`src/rtl/crossbar_islip_sched.sv`:
```
// Single-iteration iSLIP scheduler for a 4x4 crossbar.
// One grant/accept round is computed per enabled cycle, and every output is registered.
module crossbar_islip_sched #(
  parameter int unsigned CNT_W = 16
) (
  input  logic             clk,
  input  logic             rst,
  input  logic             sched_en,
  input  logic [3:0]       req0,
  input  logic [3:0]       req1,
  input  logic [3:0]       req2,
  input  logic [3:0]       req3,
  output logic [3:0]       out_vld,
  output logic [1:0]       out_sel0,
  output logic [1:0]       out_sel1,
  output logic [1:0]       out_sel2,
  output logic [1:0]       out_sel3,
  output logic [3:0]       in_vld,
  output logic [1:0]       in_dst0,
  output logic [1:0]       in_dst1,
  output logic [1:0]       in_dst2,
  output logic [1:0]       in_dst3,
  output logic [CNT_W-1:0] match_cnt
);

  localparam int unsigned N     = 4;
  localparam int unsigned SUM_W = CNT_W + 3;

  logic [N-1:0]     req_m [N];
  logic [1:0]       gp [N];
  logic [1:0]       ap [N];
  logic [1:0]       sel_q [N];
  logic [1:0]       dst_q [N];

  logic [N-1:0]     gnt_vld_c;
  logic [1:0]       gnt_idx_c [N];
  logic [N-1:0]     acc_vld_c;
  logic [1:0]       acc_idx_c [N];
  logic [N-1:0]     out_m_c;
  logic [2:0]       pop_c;
  logic [SUM_W-1:0] sum_c;
  logic [CNT_W-1:0] cnt_nxt_c;

  assign req_m[0] = req0;
  assign req_m[1] = req1;
  assign req_m[2] = req2;
  assign req_m[3] = req3;

  assign out_sel0 = sel_q[0];
  assign out_sel1 = sel_q[1];
  assign out_sel2 = sel_q[2];
  assign out_sel3 = sel_q[3];
  assign in_dst0  = dst_q[0];
  assign in_dst1  = dst_q[1];
  assign in_dst2  = dst_q[2];
  assign in_dst3  = dst_q[3];

  // Grant: each output picks the first requesting input at or after its pointer.
  always_comb begin
    for (int j = 0; j < N; j++) begin
      gnt_vld_c[j] = 1'b0;
      gnt_idx_c[j] = 2'd0;
      for (int k = 0; k < N; k++) begin
        if (!gnt_vld_c[j] && req_m[2'(gp[j] + 2'(k))][j]) begin
          gnt_vld_c[j] = 1'b1;
          gnt_idx_c[j] = 2'(gp[j] + 2'(k));
        end
      end
    end
  end

  // Accept: each input picks the first granting output at or after its pointer.
  always_comb begin
    for (int i = 0; i < N; i++) begin
      acc_vld_c[i] = 1'b0;
      acc_idx_c[i] = 2'd0;
      for (int k = 0; k < N; k++) begin
        if (!acc_vld_c[i] && gnt_vld_c[2'(ap[i] + 2'(k))] &&
            gnt_idx_c[2'(ap[i] + 2'(k))] == 2'(i)) begin
          acc_vld_c[i] = 1'b1;
          acc_idx_c[i] = 2'(ap[i] + 2'(k));
        end
      end
    end
  end

  // Output-side view of the accepted pairs, plus the saturating counter update.
  always_comb begin
    out_m_c = '0;
    pop_c   = 3'd0;
    for (int j = 0; j < N; j++) begin
      out_m_c[j] = gnt_vld_c[j] && acc_vld_c[gnt_idx_c[j]] &&
                   (acc_idx_c[gnt_idx_c[j]] == 2'(j));
    end
    for (int i = 0; i < N; i++) begin
      pop_c = pop_c + 3'(acc_vld_c[i]);
    end
    sum_c     = SUM_W'(match_cnt) + SUM_W'(pop_c);
    cnt_nxt_c = (sum_c > SUM_W'({CNT_W{1'b1}})) ? {CNT_W{1'b1}} : CNT_W'(sum_c);
  end

  always_ff @(posedge clk) begin
    if (rst) begin
      out_vld   <= '0;
      in_vld    <= '0;
      match_cnt <= '0;
      for (int n = 0; n < N; n++) begin
        gp[n]    <= 2'd0;
        ap[n]    <= 2'd0;
        sel_q[n] <= 2'd0;
        dst_q[n] <= 2'd0;
      end
    end else if (sched_en) begin
      out_vld   <= out_m_c;
      in_vld    <= acc_vld_c;
      match_cnt <= cnt_nxt_c;
      for (int j = 0; j < N; j++) begin
        sel_q[j] <= out_m_c[j] ? gnt_idx_c[j] : 2'd0;
        if (out_m_c[j]) gp[j] <= 2'(gnt_idx_c[j] + 2'd1);
      end
      for (int i = 0; i < N; i++) begin
        dst_q[i] <= acc_vld_c[i] ? acc_idx_c[i] : 2'd0;
        if (acc_vld_c[i]) ap[i] <= 2'(acc_idx_c[i] + 2'd1);
      end
    end
  end

endmodule

```
`config.mk`:
```
export PLATFORM = sky130hd
export DESIGN_NAME = crossbar_islip_sched
export DESIGN_NICKNAME = d
export VERILOG_FILES = /design/src/rtl/crossbar_islip_sched.sv
export SDC_FILE = /design/constraint.sdc
export NUM_CORES = 1
export LEC_CHECK = 0
export CAP_MARGIN = 15
export CORE_ASPECT_RATIO = 1.4
export CORE_MARGIN = 5
export CORE_UTILIZATION = 35
export DETAILED_ROUTE_END_ITERATION = 8
export DONT_BUFFER_PORTS = 1
export GPL_TIMING_DRIVEN = 0
export SETUP_SLACK_MARGIN = 0.1
export SLEW_MARGIN = 10
export SYNTH_ARGS = -nofsm -noshare
export SYNTH_HDL_FRONTEND = slang
export SYNTH_SLANG_ARGS = --single-unit
export TNS_END_PERCENT = 100
```
`constraint.sdc`:
```
create_clock -name clk -period 6.1 [get_ports clk]
set_input_delay 1.83 -clock clk [delete_from_list [all_inputs] [get_ports clk]]
set_output_delay 1.83 -clock clk [all_outputs]
set_load 0.02 [all_outputs]
```
==> impl_metrics.toml <==
[critical_path]
required_ns = 6.26
critPathMostFrequentCell = "fa_1"
r2r_start = "gp[3][1]"
worstReg2RegEnd = "match_cnt[5]"
critPathMaxFanout = 10
timing.reg2reg.worst_path_depth = 15
timing.critical_path.slowest_stage_cell = "o31ai_2"
critical_path_buf_inv_count = 3
path_cells = "buf_2, and2b_1, nor3b_1, o31ai_2, nand4_1, buf_4, fa_1, fa_1, fa_1, nand2_1, nor3_1, nand4_1, clkbuf_1, o21ai_0, a21oi_1, a211oi_1"
crit_type = "in2reg"
worstSetupStartpointType = "primary input"
worst_path_dominant_cell_family = "adder cells"
timing.critical_path.to_type = "register"
regToRegSetupSlack_ns = 1.62
arrival_ns = 5.81
critical_path.max_stage_delay_ns = 0.48

[pwr]
vdd.ir_drop.worst_mv = 0.167
internal_power_w = 0.000825
power.share.clock_pct = 24.5
power.net_switching_w = 0.000491
total_leakage_power_nw = 1.59
combPwrFrac_pct = 35.6
switching_share_pct = 37.3
p_per_area_mw_per_mm2 = 301
seqPwrFrac_pct = 39.9

[placed_design]
detailedPlacementHpwl_mm = 8.94
port_buffers = 0
gpl.final_weighted_congestion = 0.921
dpl.cell_count = 613

[layout]
final_util_pct = 38.7
synthToLayoutAreaGrowth_pct = 9.19
final-seq-area_sq_mm = 0.00144
final_cells = 623
area_of_the_multi_input_gates_sq_mm = 0.00238
share_of_cells_above_drive_strength_1_pct = 10.2
antenna-diode-count = 0
final.fill_count = 1186
layout.nets = 501

[synth]
synth_top_cell_by_area = "edfxtp_1"
ys_top_cells_by_area = "edfxtp_1, dfxtp_1, nor2_1, nand2_1, a21oi_1"
yosysWarningCount = 0
synth_async_reset_ratio_pct = 0
synth_cell_type_count = 79
seq_area_frac_synth_pct = 36.0
synth.net_count = 492
synth_largest_type_area_fraction_pct = 24.0
dominantRegCellSynth = "edfxtp_1"
postSynthCellCount = 469
avgSynthCellArea_sq_um = 8.53
number_of_flops_mapped_to_enable_cells_by_yosys = 32
syn-cell-area_sq_mm = 0.00400
postSynthRegisterBits = 56

[global_routing]
grt_antenna_before_repair = 0
grt_util_all_layers_pct = 16.6
grtUsageMet1_pct = 17.6
grt_pass1_vias = 3543
grtUsageMet3_pct = 3.98
grt_first_pass_wirelength_mm = 18.0
grt_peak_use_layer = "met2"
use_met2_pct = 29.8
pin_count_of_the_biggest_net_entering_global_routing = 18
overflow = 0

[cts]
htree_num_levels = 2
cts_inserted_buffers = 5
clockRootBuffer = "clkbuf_16"
cts_tree = "yes"
worst_skew_pair.late_latency_ns = 0.29
cts_num_sinks = 56
cts_max_path_buffers = 2
ctsHoldBuffers = 0
clk_pin_slew_ns = 0.07

[routing]
drc = 0
via_count = 3618
final_antenna_net_count = 0
drt_pass1_iterations = 5
post_drt_via_cell_ratio = 5.81
dr.first_iter.drc_count = 226
wire_length_reported_by_the_detailed_router_mm = 11.3
wire_per_inst_um = 18.1

[floorplan]
core.rowCount = 46
die-area_sq_mm = 0.0137
initial_utilization_pct = 35.5
die_height_um = 137
io_pins = 59
dieWidth_um = 100
placeableCoreArea_sq_mm = 0.0113

[sta]
tightest_slew_ns = 0.841
finClkSkew_ns = 0.00576
slew-limit-headroom_pct = 43.5
report.final.setup_viol = 0
period_share_pct = 92.5
final_max_slew_viol_count = 0
tns_ns = 0
final-hold-violation-count = 0
rsz0062_at_grt = "false"
worst_hold_slack_ns = 0.558
timing.fmax_ghz = 0.177
post-route-min-period_ns = 5.65

[status]
status = "finished, final reports clean"

[flow_run]
max_cap_violations = 0

[worst_hold_path]
hold_depth = 2
hold_path_end = "out_vld[0]"
hold_class = "reg2reg"
hold_start = "out_vld[0]"
## synthesized netlist by cell type, types with 11 or more instances
cell type and instances:
nand3_1 13, a21oi_1 29, nand2b_1 14, nor3_1 20
nand2_1 48, a211oi_1 11, inv_1 19, nor2b_1 15
o21ai_0 22, edfxtp_1 32, clkbuf_1 11, dfxtp_1 24
nor2_1 49
## state kept, by name, indices dropped and copies added, names as in the netlist
register / flops
ap: 8
dst_q: 8
gp: 8
in_vld: 4
match_cnt: 16
out_vld: 4
sel_q: 8
## power groups by stage
| stage | registers, W | clock network, W | logic (W) |
|---|---|---|---|
| finish | 0.000525 | 0.000323 | 0.000468 |
| global placement | 0.000533 | 0 | 0.000449 |
| CTS | 0.000526 | 0.000331 | 0.000463 |
| floorplan | 0.000519 | 0 | 0.000362 |
| detailed placement | 0.000535 | 0 | 0.000459 |
| global route | 0.000533 | 0.000347 | 0.000516 |
## worst reg2reg max path, stage by stage (launching register included)
cell and delay, ns:
edfxtp_1 0.42, clkbuf_1 0.33, nor2_1 0.12, o31ai_2 0.50
nand4_1 0.17, buf_4 0.19, fa_1 0.48, fa_1 0.47
fa_1 0.44, nand2_1 0.13, nor3_1 0.09, nand4_1 0.20
clkbuf_1 0.41, o21ai_0 0.18, a21oi_1 0.18, a211oi_1 0.06
## cells in the final DEF (no fill, tap or decap), types with 13 or more instances in the layout
master,n
a21oi_1,29
dfxtp_1,24
edfxtp_1,32
inv_1,19
nand2_1,48
nand2b_1,14
nand3_1,13
nor2_1,49
nor2b_1,15
nor3_1,20
o21ai_0,22
## cell type report
class	instances	share of cell area [%]
multi-input cells	371	54.5
flip-flops and latches	56	33.0
well taps	144	4.12
clock buffers	5	2.86
plain buffers	23	2.63
inverters	19	1.63
clock inverters	3	0.973
repair buffers	2	0.344
## per-stage QoR
stage / worst slack (ns) / cell area, sq um / power (W)
final: 0.455 / 4370 / 0.00132
after global routing: 0.212 / 4370 / 0.00140
after CTS: 0.210 / 4360 / 0.00132
after detailed placement: -0.381 / 4180 / 0.000994
after global placement: -0.267 / 4180 / 0.000982
after floorplan: 0.787 / 4000 / 0.000881
## how the worst max path moves through the flow
stage,startpoint,endpoint,slack (ns),cells past startpoint
4_1_cts,req2[3],match_cnt[5],0.21,15
3_3_place_gp,req2[3],match_cnt[5],-0.27,15
2_1_floorplan,req2[3],match_cnt[5],0.79,15
6_report,req2[3],match_cnt[5],0.45,16
3_5_place_dp,req2[3],match_cnt[5],-0.38,15
5_1_grt,req1[0],match_cnt[5],0.21,15
## timing repair
| item | 4_1_cts | 5_1_grt |
|---|---|---|
| endpoints found under the hold margin | 0 | 0 |
| endpoints found under the setup margin | 7 | 7 |
| resized for setup | 1 | 0 |
| pin swaps | 0 | 1 |
| buffers inserted | 0 | 2 |
## kinds of logic (layout without fill, tap and decap cells)
logic type	after synthesis	in the layout	share of synthesized area, %
muxes	4	4	1.31
adders and majority gates	4	4	1.81
and+or+nand+nor	207	207	26.4
DFF	56	56	36.0
buffers and inverters	42	52	4.66
AOI/OAI and AO/OA	154	154	29.4
xor gates and xnor gates	2	2	0.438
## per-layer routing
metal  share of wire (%)  vias to the layer above
li1                    -                     1775
met1                  38                     1713
met2                  51                      105
met3                 6.5                       25
met4                 4.4                        0
met5                   0                        -
(Power assumes the default switching activity.)
